### config.mk
export PLATFORM = sky130hd
export DESIGN_NAME = datapath_controller
export DESIGN_NICKNAME = d
export VERILOG_FILES = /design/src/rtl/datapath_controller_pkg.sv /design/src/rtl/controller_decoder.sv /design/src/rtl/datapath_controller.sv
export SDC_FILE = /design/constraint.sdc
export NUM_CORES = 1
export LEC_CHECK = 0
export BUFFER_PORTS_ARGS = -buffer_cell sky130_fd_sc_hd__buf_2
export CAP_MARGIN = 20
export CORE_ASPECT_RATIO = 0.8
export CORE_MARGIN = 3
export CORE_UTILIZATION = 29
export CTS_BUF_LIST = sky130_fd_sc_hd__clkbuf_2 sky130_fd_sc_hd__clkbuf_4 sky130_fd_sc_hd__clkbuf_8
export DETAILED_ROUTE_END_ITERATION = 6
export PLACE_DENSITY = 0.61
export SYNTH_ARGS = -nofsm -noshare
export SYNTH_HDL_FRONTEND = slang
export SYNTH_HIERARCHICAL = 1
export SYNTH_SLANG_ARGS = --single-unit
### constraint.sdc
create_clock -name clk -period 2.1 [get_ports clk]
set_input_delay 0.21 -clock clk [delete_from_list [all_inputs] [get_ports clk]]
set_output_delay 0.21 -clock clk [all_outputs]
set_load 0.005 [all_outputs]
### src/rtl/datapath_controller_pkg.sv
// Shared definitions for the datapath controller:
//   - FSM state encoding
//   - opcode constants
//   - multiply-wait counter width
//   - packed bundle of every control strobe the controller drives
package datapath_controller_pkg;

    localparam int MULCNT_W = 4;

    typedef enum logic [2:0] {
        ST_RESET   = 3'd0,
        ST_FETCH   = 3'd1,
        ST_DECODE  = 3'd2,
        ST_EXEC1   = 3'd3,
        ST_MULWAIT = 3'd4,
        ST_MEMRD   = 3'd5,
        ST_MEMWR   = 3'd6,
        ST_HALT    = 3'd7
    } state_t;

    localparam logic [3:0] OP_NOP = 4'h0;
    localparam logic [3:0] OP_HLT = 4'h1;
    localparam logic [3:0] OP_ZST = 4'h2;
    localparam logic [3:0] OP_ZRS = 4'h3;
    localparam logic [3:0] OP_CST = 4'h4;
    localparam logic [3:0] OP_CRS = 4'h5;
    localparam logic [3:0] OP_JMR = 4'h6;
    localparam logic [3:0] OP_BRZ = 4'h7;
    localparam logic [3:0] OP_BRC = 4'h8;
    localparam logic [3:0] OP_ADD = 4'h9;
    localparam logic [3:0] OP_MUL = 4'hA;
    localparam logic [3:0] OP_LDA = 4'hB;
    localparam logic [3:0] OP_STA = 4'hC;
    localparam logic [3:0] OP_SHD = 4'hD;

    typedef struct packed {
        logic reset_pc;
        logic pc_plus_i;
        logic pc_plus1;
        logic r_plus_i;
        logic r_plus0;
        logic a_add_b;
        logic a_mul_b;
        logic ir_load;
        logic addr_on_bus;
        logic alu_on_bus;
        logic c_set;
        logic c_reset;
        logic z_set;
        logic z_reset;
        logic shadow;
        logic read_mem;
        logic write_mem;
        logic halted;
    } ctrl_t;

endpackage

### src/rtl/controller_decoder.sv
// Purely combinational decoder of the datapath controller.
// Maps the registered state, the current opcode, the status flags and the
// memory handshake to the control strobes and the next state.
// Ports:
//   state        current FSM state
//   opcode       Instruction opcode field
//   cout, zout   datapath carry / zero flags
//   mem_rdy      memory completion for the current request
//   mul_last     multiply counter has reached its final cycle
//   ctrl         all control strobes (default 0)
//   state_nxt    next FSM state
//   illegal_set  undefined opcode seen in DECODE
module controller_decoder
    import datapath_controller_pkg::*;
(
    input  state_t     state,
    input  logic [3:0] opcode,
    input  logic       cout,
    input  logic       zout,
    input  logic       mem_rdy,
    input  logic       mul_last,
    output ctrl_t      ctrl,
    output state_t     state_nxt,
    output logic       illegal_set
);

    always_comb begin
        ctrl        = '0;
        state_nxt   = state;
        illegal_set = 1'b0;

        case (state)
            ST_RESET: begin
                ctrl.reset_pc = 1'b1;
                state_nxt     = ST_FETCH;
            end

            ST_FETCH: begin
                ctrl.read_mem = 1'b1;
                if (mem_rdy) begin
                    ctrl.ir_load  = 1'b1;
                    ctrl.pc_plus1 = 1'b1;
                    state_nxt     = ST_DECODE;
                end
            end

            ST_DECODE: begin
                case (opcode)
                    OP_NOP:      state_nxt = ST_FETCH;
                    OP_HLT:      state_nxt = ST_HALT;
                    OP_MUL:      state_nxt = ST_MULWAIT;
                    OP_LDA:      state_nxt = ST_MEMRD;
                    OP_STA:      state_nxt = ST_MEMWR;
                    4'hE, 4'hF: begin
                        state_nxt   = ST_HALT;
                        illegal_set = 1'b1;
                    end
                    default:     state_nxt = ST_EXEC1;
                endcase
            end

            ST_EXEC1: begin
                state_nxt = ST_FETCH;
                case (opcode)
                    OP_ZST: ctrl.z_set     = 1'b1;
                    OP_ZRS: ctrl.z_reset   = 1'b1;
                    OP_CST: ctrl.c_set     = 1'b1;
                    OP_CRS: ctrl.c_reset   = 1'b1;
                    OP_JMR: ctrl.pc_plus_i = 1'b1;
                    OP_BRZ: ctrl.pc_plus_i = zout;
                    OP_BRC: ctrl.pc_plus_i = cout;
                    OP_ADD: begin
                        ctrl.a_add_b    = 1'b1;
                        ctrl.alu_on_bus = 1'b1;
                    end
                    OP_SHD: ctrl.shadow    = 1'b1;
                    default: ;
                endcase
            end

            // The product is only driven onto the Databus once the
            // multiplier has been given its full number of cycles.
            ST_MULWAIT: begin
                ctrl.a_mul_b = 1'b1;
                if (mul_last) begin
                    ctrl.alu_on_bus = 1'b1;
                    state_nxt       = ST_FETCH;
                end
            end

            ST_MEMRD: begin
                ctrl.r_plus0  = 1'b1;
                ctrl.read_mem = 1'b1;
                if (mem_rdy) state_nxt = ST_FETCH;
            end

            ST_MEMWR: begin
                ctrl.r_plus_i   = 1'b1;
                ctrl.write_mem  = 1'b1;
                ctrl.alu_on_bus = 1'b1;
                if (mem_rdy) state_nxt = ST_FETCH;
            end

            ST_HALT: ctrl.halted = 1'b1;

            default: state_nxt = ST_RESET;
        endcase
    end

endmodule

### src/rtl/datapath_controller.sv
// Multi-cycle fetch/decode/execute controller for the processor datapath.
// Holds the state register, the multiply-wait counter and the sticky
// Illegal flag; the strobes are decoded combinationally from the state.
// Ports:
//   clk, reset_n          clock (rising edge), async active-low reset
//   Instruction           IR contents; opcode at [OPC_MSB -: 4]
//   Cout, Zout            datapath status flags
//   MemDataReady          memory completion handshake
//   ResetPC .. Shadow     datapath control strobes
//   ReadMem, WriteMem     memory requests, held until MemDataReady
//   Halted, Illegal       halt indication, sticky undefined-opcode flag
// MUL_CYCLES must lie in 1..15 to fit the 4-bit countdown.
module datapath_controller
    import datapath_controller_pkg::*;
#(
    parameter int MUL_CYCLES = 4,
    parameter int OPC_MSB    = 15
) (
    input  logic        clk,
    input  logic        reset_n,
    input  logic [15:0] Instruction,
    input  logic        Cout,
    input  logic        Zout,
    input  logic        MemDataReady,
    output logic        ResetPC,
    output logic        PCplusI,
    output logic        PCplus1,
    output logic        RplusI,
    output logic        Rplus0,
    output logic        AaddB,
    output logic        AmulB,
    output logic        IRload,
    output logic        Address_on_Databus,
    output logic        ALU_on_Databus,
    output logic        Cset,
    output logic        Creset,
    output logic        Zset,
    output logic        Zreset,
    output logic        Shadow,
    output logic        ReadMem,
    output logic        WriteMem,
    output logic        Halted,
    output logic        Illegal
);

    state_t              state;
    state_t              state_nxt;
    logic [MULCNT_W-1:0] mul_cnt;
    logic                illegal;
    logic                illegal_set;
    logic [3:0]          opcode;
    ctrl_t               ctrl;
    logic                instr_unused;

    assign opcode       = Instruction[OPC_MSB -: 4];
    // Offset bits are consumed by the datapath, not by the controller.
    assign instr_unused = ^Instruction;

    controller_decoder u_controller_decoder (
        .state       (state),
        .opcode      (opcode),
        .cout        (Cout),
        .zout        (Zout),
        .mem_rdy     (MemDataReady),
        .mul_last    (mul_cnt == '0),
        .ctrl        (ctrl),
        .state_nxt   (state_nxt),
        .illegal_set (illegal_set)
    );

    always_ff @(posedge clk or negedge reset_n) begin
        if (!reset_n) begin
            state   <= ST_RESET;
            mul_cnt <= '0;
            illegal <= 1'b0;
        end else begin
            state <= state_nxt;
            // Loaded with N-1 so that the cycle seeing zero is the Nth one.
            if (state == ST_DECODE && opcode == OP_MUL)
                mul_cnt <= MULCNT_W'(MUL_CYCLES - 1);
            else if (state == ST_MULWAIT && mul_cnt != '0)
                mul_cnt <= mul_cnt - MULCNT_W'(1);
            if (illegal_set)
                illegal <= 1'b1;
        end
    end

    assign ResetPC            = ctrl.reset_pc;
    assign PCplusI            = ctrl.pc_plus_i;
    assign PCplus1            = ctrl.pc_plus1;
    assign RplusI             = ctrl.r_plus_i;
    assign Rplus0             = ctrl.r_plus0;
    assign AaddB              = ctrl.a_add_b;
    assign AmulB              = ctrl.a_mul_b;
    assign IRload             = ctrl.ir_load;
    assign Address_on_Databus = ctrl.addr_on_bus;
    assign ALU_on_Databus     = ctrl.alu_on_bus;
    assign Cset               = ctrl.c_set;
    assign Creset             = ctrl.c_reset;
    assign Zset               = ctrl.z_set;
    assign Zreset             = ctrl.z_reset;
    assign Shadow             = ctrl.shadow;
    assign ReadMem            = ctrl.read_mem;
    assign WriteMem           = ctrl.write_mem;
    assign Halted             = ctrl.halted;
    assign Illegal            = illegal;

endmodule

==> results of run 1 <==
-- flip-flops by register name, summed over array words and instances, names as in the netlist --
register,cells
mul_cnt,4
state,3
Illegal,1
-- report_power, final --
part | switching [uW] | internal, uW
sequential | 113 | 225
combinational | 204 | 225
clock | 53.2 | 65.4
total | 371 | 515
-- kinds of logic (layout without fill, tap and decap cells) --
group           Yosys count  count (layout)  synth area share, %
mux                       2               2                 2.86
buf+inv                  14              39                 9.58
fa+ha+maj                 1               1                 1.68
simple gates             47              47                 41.7
flops                     8               8                 26.9
compound gates           16              16                 15.6
other cells               1               1                0.504
xor+xnor                  1               1                 1.18
-- repair_timing --
action,4_1_cts,5_1_grt
hold endpoints to repair,8,0
hold buffers,1,0
gates resized for setup,0,1
setup endpoints to repair,0,2
-- metrics by stage --
| step | utilization, % | total power, uW | std cells | area (um^2) |
|---|---|---|---|---|
| floorplan | - | 625 | 90 | 744 |
| global placement | 38.9 | 751 | 145 | 891 |
| detailed placement | 38.9 | 769 | 145 | 891 |
| CTS | 40.3 | 894 | 149 | 923 |
| global route | 40.5 | 983 | 149 | 928 |
| finish | 40.5 | 886 | 149 | 928 |
-- area by class of cell --
class	instances	area, um^2
clock buffers	3	22.5
fillers	254	1360
inverters	6	22.5
multi-input cells	68	478
flip-flops and latches	8	200
well taps	34	42.5
repair buffers	30	163
-- synth_stat cells, types with 2 or more instances --
cell type	n	area, um^2
clkbuf_1	3	11.3
buf_4	5	37.5
nand2_1	6	22.5
nand3b_1	2	15.0
nor2_1	7	26.3
nor3_1	2	10.0
inv_1	6	22.5
or3b_4	2	22.5
or3_1	2	12.5
or2_2	2	12.5
nor2b_1	3	18.8
nand4bb_1	3	33.8
nand3_1	3	15.0
o311ai_0	2	17.5
o21ai_0	5	25.0
nor4_1	3	18.8
a21oi_1	2	10.0
dfrtp_1	8	200
nor3b_1	3	22.5
o211ai_1	2	15.0
-- worst max path at each step --
| stage | from | end | depth (start not counted) |
|---|---|---|---|
| 2_1_floorplan | mul_cnt[0] | state[2] | 6 |
| 5_1_grt | state[0] | ALU_on_Databus | 4 |
| 3_3_place_gp | mul_cnt[0] | state[2] | 6 |
| 6_report | state[0] | ALU_on_Databus | 4 |
| 3_5_place_dp | mul_cnt[0] | state[2] | 6 |
| 4_1_cts | mul_cnt[0] | ALU_on_Databus | 7 |
-- critical path, stage by stage, from the launching register on --
cell and delay, ns:
dfrtp_1 0.57, nand3b_4 0.16, or3b_4 0.42, o32ai_2 0.20, buf_2 0.15
-- per-layer routing --
metal / wire, um / share of wire (%) / track usage [%] / vias to the layer above
li1: - / - / - / 373
met1: 864 / 49 / 15.6 / 336
met2: 799 / 45 / 17.9 / 14
met3: 80 / 4.5 / 4.40 / 3
met4: 16 / 0.91 / 4.76 / 0
met5: 0 / 0 / 0 / -
==> results.sh, run 1 <==
export IMPL_cts_buffers_inserted=3
export IMPL_async_flop_share_pct=100
export IMPL_worstPathRequired_ns=1.89
export IMPL_clockRootBuffer="clkbuf_4"
export IMPL_die_w_um=62.6
export IMPL_p_per_area_nw_per_um2=954
export IMPL_via_count=726
export IMPL_setup_ws_ns=0.134
export IMPL_criticalPathCategory="reg2out"
export IMPL_dieArea_um2=3210
export IMPL_antenna_found_initial=0
export IMPL_first_pass_iters=4
export IMPL_layout_commonest_cell="buf_2"
export IMPL_antenna_cells=0
export IMPL_rows=15
export IMPL_max_slew_margin_pct=65.4
export IMPL_crit_path_max_fanout=12
export IMPL_clk_pin_slew_ns=0.05
export IMPL_finalSetupViolCount=0
export IMPL_core_area_um2=2290
export IMPL_hold_violations=0
export IMPL_ys_ff_latch=8
export IMPL_drv_slew=0
export IMPL_arrival_ns=1.76
export IMPL_drv_cap=0
export IMPL_insertion_delay_ns=0.26
export IMPL_die_y_um=51.3
export IMPL_rr_startpoint="mul_cnt[0]"
export IMPL_ios=40
export IMPL_status="finished clean"
export IMPL_grt_pass1_vias=678
export IMPL_drc_errors=0
export IMPL_ys_seq_area_share_pct=26.9
export IMPL_r2r_slack_ns=0.34
export IMPL_yosys_warnings=6
export IMPL_timing_fmax_mhz=509
export IMPL_hold_path_class="in2async"
export IMPL_area_delta_synth_final_pct=24.7
export IMPL_p_leak_uw=0.000431
export IMPL_routed_wl_mm=1.76
export IMPL_r2r_end="state[2]"
export IMPL_clockBufferDepth=2
export IMPL_grtUsageTotal_pct=12.0
export IMPL_holdWs_ns=0.319
export IMPL_synth_flop_cell="dfrtp_1"
export IMPL_nets=139
export IMPL_tns_ns=0
export IMPL_io_buffers=26
export IMPL_avgRoutedWirePerCell_um=11.8
export IMPL_routed_via_density=4.87
export IMPL_critPathLaunchType="register"
export IMPL_finalClockSkew_ns=0.00492
export IMPL_antenna_left=0
export IMPL_tightest_slew_ns=0.513
export IMPL_syn_area_um2=744
export IMPL_htreeDepth=1
export IMPL_start_util_pct=32.5
export IMPL_drive_gt1_share_pct=36.5
export IMPL_cts_tree="built"
export IMPL_reg2reg_depth=6
export IMPL_finalCritPeriodShare_pct=93.6
export IMPL_layout_min_cycle_time_ns=1.97
export IMPL_rsz0062_at_grt="false"
export IMPL_dp_slack_ns=0.186
export IMPL_drt_iter0_markers=19
export IMPL_syn_inst=90
export IMPL_place_congestion=0.768
export IMPL_hpwl_mm=1.34
export IMPL_grt_max_degree=16
export IMPL_grt_pass1_wl_mm=3.02
export IMPL_cts_sinks=8
export IMPL_cts_setup_buffers=0
export IMPL_overflow=0
export IMPL_synth_cell_types=39
export IMPL_end_kind="output port"
export IMPL_irDropWorstVdd_v=0.000329
export IMPL_synth_edf_count=0
export IMPL_final_cell_mix="buf_2 (26), dfrtp_1 (8), nor2_1 (7)"
export IMPL_syn_area_per_cell_um2=8.27
export IMPL_synth_nets=112
(Power assumes the default switching activity.)
==> run 2, diff against run 1 <==
ABC_AREA = 1   (was unset)
PLACE_DENSITY = 0.6   (was 0.61)
==> run 2 against run 1 <==
  * Register-to-register slack improved by 0.23 ns
  * Die area rose by 6.6%
  * Power rose by 19%
  * Clock skew fell by 0.0041 ns
  * Setup slack improved by 0.21 ns
  * Sequential cell count did not move
  * Clock power fell by 7%
  * Utilization fell by 1.8 points
  * Via count rose by 28%
  * Final cell count rose by 32%
  * Hold slack got worse by 0.025 ns
==> results.sh, run 2 <==
export IMPL_max_stage_delay_ns=0.38
export IMPL_crit_top_cell="inv_1"
export IMPL_die_y_um=53.0
export IMPL_synth_flop_cell="dfrtp_1"
export IMPL_place_congestion=0.827
export IMPL_insertion_delay_ns=0.25
export IMPL_synth_nets=156
export IMPL_synth_top_area_share_pct=25.0
export IMPL_clk_pin_slew_ns=0.05
export IMPL_end_kind="output port"
export IMPL_reg2reg_depth=11
export IMPL_final_cell_mix="nand2_1 (36), buf_2 (26), inv_1 (22)"
export IMPL_arrival_ns=1.54
export IMPL_die_w_um=64.7
export IMPL_cts_resized=0
export IMPL_tns_ns=0
export IMPL_routed_wl_mm=1.97
export IMPL_avgRoutedWirePerCell_um=9.98
export IMPL_worstPathCellList="inv_1 > ha_1 > inv_1 > nor2_1 > nand2_2 > inv_2 > a21oi_1 > o21ai_1 > buf_2"
export IMPL_drv_cap=0
export IMPL_synthTopCellsByArea="dfrtp_1 (25%), nand2_1 (17%), nand3_1 (11%), inv_1 (10%), nor2_1 (7.0%)"
export IMPL_timing_fmax_mhz=571
export IMPL_syn_inst=134
export IMPL_hpwl_mm=1.64
export IMPL_routed_via_density=4.73
export IMPL_core_area_um2=2540
export IMPL_yosys_warnings=6
export IMPL_synth_edf_count=0
export IMPL_layout_commonest_cell="nand2_1"
export IMPL_regMostFlops="mul_cnt"
export IMPL_area_delta_synth_final_pct=23.2
export IMPL_synth_largest_area_cell="dfrtp_1"
export IMPL_clockRootBuffer="clkbuf_4"
export IMPL_placed_area_um2=952
export IMPL_startpoint="mul_cnt[0]"
export IMPL_htreeDepth=1
export IMPL_nets=185
export IMPL_yosysMostFrequentCell="nand2_1"
export IMPL_synth_cell_types=23
export IMPL_stdcell_area_um2=985
export IMPL_via_count=931
export IMPL_cts_buffers_inserted=3
export IMPL_rsz0062_at_grt="false"
export IMPL_drt_iter0_markers=79
export IMPL_irDropWorstVdd_v=0.000279
export IMPL_cts_tree="built"
export IMPL_worstSetupEndpoint="ALU_on_Databus"
export IMPL_grt_pass1_vias=877
export IMPL_syn_area_per_cell_um2=5.97
export IMPL_r2r_end="state[2]"
export IMPL_status="finished clean"
export IMPL_rows=16
export IMPL_critPathLaunchType="register"
export IMPL_crit_path_max_fanout=4
export IMPL_hold_violations=0
export IMPL_overflow=0
export IMPL_rr_startpoint="mul_cnt[0]"
export IMPL_cts_sinks=8
export IMPL_syn_area_um2=800
export IMPL_grt_max_degree=11
export IMPL_first_pass_iters=4
export IMPL_worstPathRequired_ns=1.89
export IMPL_r2r_slack_ns=0.57
export IMPL_drv_slew=0
export IMPL_antenna_cells=0
export IMPL_criticalPathCategory="reg2out"
export IMPL_async_flop_share_pct=100
export IMPL_start_util_pct=31.4
export IMPL_p_leak_uw=0.000589
export IMPL_io_buffers=26
export IMPL_drc_errors=0
export IMPL_ios=40
export IMPL_antenna_found_initial=0
export IMPL_dieArea_um2=3430
export IMPL_ys_ff_latch=8
export IMPL_antenna_left=0
export IMPL_drive_gt1_share_pct=29.2
export IMPL_p_per_area_nw_per_um2=1070
export IMPL_clockBufferDepth=2
export IMPL_finalCritPeriodShare_pct=83.4
export IMPL_cp_slowest_cell="dfrtp_1"
export IMPL_grtUsageTotal_pct=12.7
export IMPL_largest_reg_flops=4
export IMPL_grt_pass1_wl_mm=3.49
export IMPL_finalClockSkew_ns=0.000864
export IMPL_layout_min_cycle_time_ns=1.75
export IMPL_hold_path_class="in2reg"
export IMPL_netlist_top_cells_count="nand2_1 (36), inv_1 (22), nand3_1 (18)"
export IMPL_finalSetupViolCount=0
export IMPL_ys_seq_area_share_pct=25.0
==> run 2: what timing repair did <==
action / CTS / global route
hold buffers: 1 / 0
hold endpoints to repair: 8 / 0
setup buffers: 0 / 0
==> run 2: area by class of cell <==
| type | count | area (um^2) |
|---|---|---|
| tap | 36 | 45.0 |
| clock buffer | 3 | 22.5 |
| sequential | 8 | 200 |
| inverter | 26 | 97.6 |
| timing repair buffer | 27 | 140 |
| fill | 294 | 1560 |
| multi-input combinational | 97 | 479 |
==> run 2: kinds of logic (layout without fill, tap and decap cells) <==
family / after synthesis / in the layout / synth area share (%)
AND/OR/NAND/NOR: 88 / 88 / 53.1
buffers and inverters: 29 / 56 / 15.0
flip-flops: 8 / 8 / 25.0
AO/OA/AOI/OAI: 6 / 6 / 3.75
adder cells (fa/ha/maj): 1 / 1 / 1.56
other: 1 / 1 / 0.469
XOR/XNOR: 1 / 1 / 1.10
==> run 2: worst min path at each step <==
stage	cells past startpoint	from	slack [ns]	to
6_report	3	MemDataReady	0.29	state[1]
5_1_grt	3	MemDataReady	0.29	state[1]
4_1_cts	3	MemDataReady	0.29	state[1]
3_5_place_dp	1	reset_n	0.06	mul_cnt[2]
3_3_place_gp	1	reset_n	0.06	mul_cnt[2]
2_1_floorplan	0	reset_n	-0.09	Illegal
==> run 2: power breakdown <==
group          switching [uW]  internal, uW  total (uW)
clock network            46.3          65.0         111
logic                     351           233         584
registers                 125           231         356
==> run 2: routing by layer <==
| metal | global-route usage (%) | routed length [um] |
|---|---|---|
| met1 | 16.3 | 881 |
| met2 | 22.8 | 949 |
| met3 | 2.55 | 135 |
| met4 | 1.05 | 0 |
| met5 | 0 | 0 |
==> run 2: critical path, delay by kind of cell, from the launching register on <==
family | cells | cell delay, ns
buffers and inverters | 4 | 0.39
DFF | 1 | 0.38
adders and majority gates | 1 | 0.19
and+or+nand+nor | 2 | 0.19
AOI/OAI and AO/OA | 2 | 0.15
==> run 2: stage by stage <==
step | worst slack (ns) | hold WS, ns | total power [uW] | std cells | utilization (%)
after floorplan | 0.759 | -0.0856 | 766 | 134 | -
after global placement | 0.619 | 0.0616 | 922 | 193 | 37.5
after detailed placement | 0.573 | 0.0637 | 946 | 193 | 37.5
after CTS | 0.306 | 0.294 | 1070 | 197 | 38.7
after global routing | 0.150 | 0.290 | 1180 | 197 | 38.7
final | 0.348 | 0.295 | 1050 | 197 | 38.7
==> run 3, diff against run 2 <==
PLACE_DENSITY = 0.62   (was 0.6)
clock period = 1.4 ns   (was 2.1 ns; I/O delays follow)
==> run 3 against run 2 <==
  * The flow now finishes with violations (setup timing)
  * Clock skew rose by 0.0010 ns
  * Power increased by 99%
  * Setup slack worse by 0.45 ns
  * Sequential share of layout area shrank 2.9 points
  * Clock power is 55% higher
  * Wire length increased by 17%
  * Register-to-register slack worse by 0.58 ns
  * Highest routed layer is now met4
==> results.sh, run 3 (same netlist as run 2, synthesis figures left out) <==
export IMPL_via_count=997
export IMPL_hpwl_mm=1.65
export IMPL_io_buffers=26
export IMPL_drv_cap=0
export IMPL_crit_path_max_fanout=3
export IMPL_nets=202
export IMPL_start_util_pct=31.4
export IMPL_rsz0062_at_grt="true"
export IMPL_met1_usage_pct=16.7
export IMPL_finalCritPeriodShare_pct=107
export IMPL_antenna_cells=0
export IMPL_grt_pass1_vias=940
export IMPL_insertion_delay_ns=0.25
export IMPL_finalClockSkew_ns=0.00190
export IMPL_arrival_ns=1.36
export IMPL_drive_gt1_share_pct=43.8
export IMPL_finalNonFillerCells=214
export IMPL_drc_errors=0
export IMPL_clockRootBuffer="clkbuf_4"
export IMPL_setup_ws_ns=-0.102
export IMPL_finalSetupViolCount=2
export IMPL_first_pass_iters=4
export IMPL_critPathLaunchType="register"
export IMPL_antenna_found_initial=0
export IMPL_ios=40
export IMPL_layout_commonest_cell="nand2_1"
export IMPL_r2r_slack_ns=-0.01
export IMPL_routed_wl_mm=2.31
export IMPL_grt_max_degree=9
export IMPL_final_cell_mix="nand2_1 (35), buf_2 (26), inv_1 (19)"
export IMPL_holdWs_ns=0.227
export IMPL_regMostFlops="mul_cnt"
export IMPL_layout_min_cycle_time_ns=1.50
export IMPL_rows=16
export IMPL_drt_iter0_markers=56
export IMPL_startpoint="mul_cnt[0]"
export IMPL_end_kind="output port"
export IMPL_timing_fmax_mhz=666
export IMPL_die_y_um=53.0
export IMPL_dieArea_um2=3430
export IMPL_irDropWorstVdd_v=0.000478
export IMPL_cts_sinks=8
export IMPL_status="complete, but fails checks"
export IMPL_p_leak_uw=0.000672
export IMPL_grtUsageMet3_pct=2.55
export IMPL_drv_slew=0
export IMPL_holdCritStartpoint="MemDataReady"
export IMPL_routed_via_density=4.66
export IMPL_clk_pin_slew_ns=0.05
export IMPL_grt_pass1_wl_mm=3.78
export IMPL_rr_startpoint="mul_cnt[0]"
export IMPL_violations="setup timing"
export IMPL_antenna_left=0
export IMPL_hold_violations=0
export IMPL_place_congestion=0.823
export IMPL_tns_ns=-0.113
export IMPL_criticalPathCategory="reg2out"
export IMPL_cts_buffers_inserted=3
export IMPL_place_inst=199
export IMPL_hold_path_class="in2reg"
export IMPL_grt_busiest_layer="met2"
export IMPL_area_delta_synth_final_pct=46.2
export IMPL_grtUsageTotal_pct=14.0
export IMPL_core_area_um2=2540
export IMPL_worstPathRequired_ns=1.26
export IMPL_design_power_total_uw=2090
export IMPL_clockBufferDepth=2
export IMPL_overflow=0
export IMPL_largest_reg_flops=4
export IMPL_cts_tree="built"
export IMPL_htreeDepth=1
export IMPL_final_util_pct=46.0
export IMPL_die_w_um=64.7
export IMPL_p_per_area_nw_per_um2=1790
export IMPL_grtUsageMet2_pct=26.0
export IMPL_avgRoutedWirePerCell_um=10.8
run 3: path summary, 6_finish.rpt:
path,to,cells after the start
worst min register to register,Illegal,1
worst max register to register,state[2],12
worst max-delay path,ALU_on_Databus,9
max in group asynchronous,state[2],2
min in group asynchronous,mul_cnt[2],2
worst min-delay path,state[1],3
run 3: area by class of cell:
type | instances | area [um^2]
clock buffers | 3 | 22.5
multi-input cells | 97 | 532
fillers | 270 | 1370
inverters | 26 | 97.6
repair buffers | 44 | 268
flip-flops and latches | 8 | 204
well taps | 36 | 45.0
run 3: metal layers:
| layer | up-vias | wire length [um] |
|---|---|---|
| li1 | 501 | - |
| met1 | 460 | 1010 |
| met2 | 34 | 1150 |
| met3 | 2 | 125 |
| met4 | 0 | 18 |
| met5 | - | 0 |
run 3: what timing repair did:
action	CTS	global route
gates resized for setup	11	7
hold buffers	1	0
hold endpoints to repair	8	0
buffers inserted	7	4
pin swaps	5	5
cloned	0	0
endpoints found under the setup margin	14	15
run 3: critical path, stage by stage (launching register included):
cell and delay, ns:
dfrtp_1 0.35, inv_2 0.06, ha_4 0.16, inv_2 0.06, nor2_4 0.03, nand2_2 0.07
inv_2 0.06, a21oi_2 0.12, o21ai_1 0.07, buf_2 0.12
run 3: stage by stage:
| stage | worst slack [ns] | area [um^2] |
|---|---|---|
| final | -0.102 | 1170 |
| after global routing | -0.232 | 1170 |
| after CTS | -0.130 | 1110 |
| after detailed placement | -0.00146 | 997 |
| after global placement | 0.00860 | 997 |
| after floorplan | 0.0593 | 800 |
run 3: where the power goes:
part | internal, uW | switching (uW) | total [uW]
sequential | 356 | 153 | 509
combinational | 672 | 738 | 1410
clock | 97.8 | 74.1 | 172
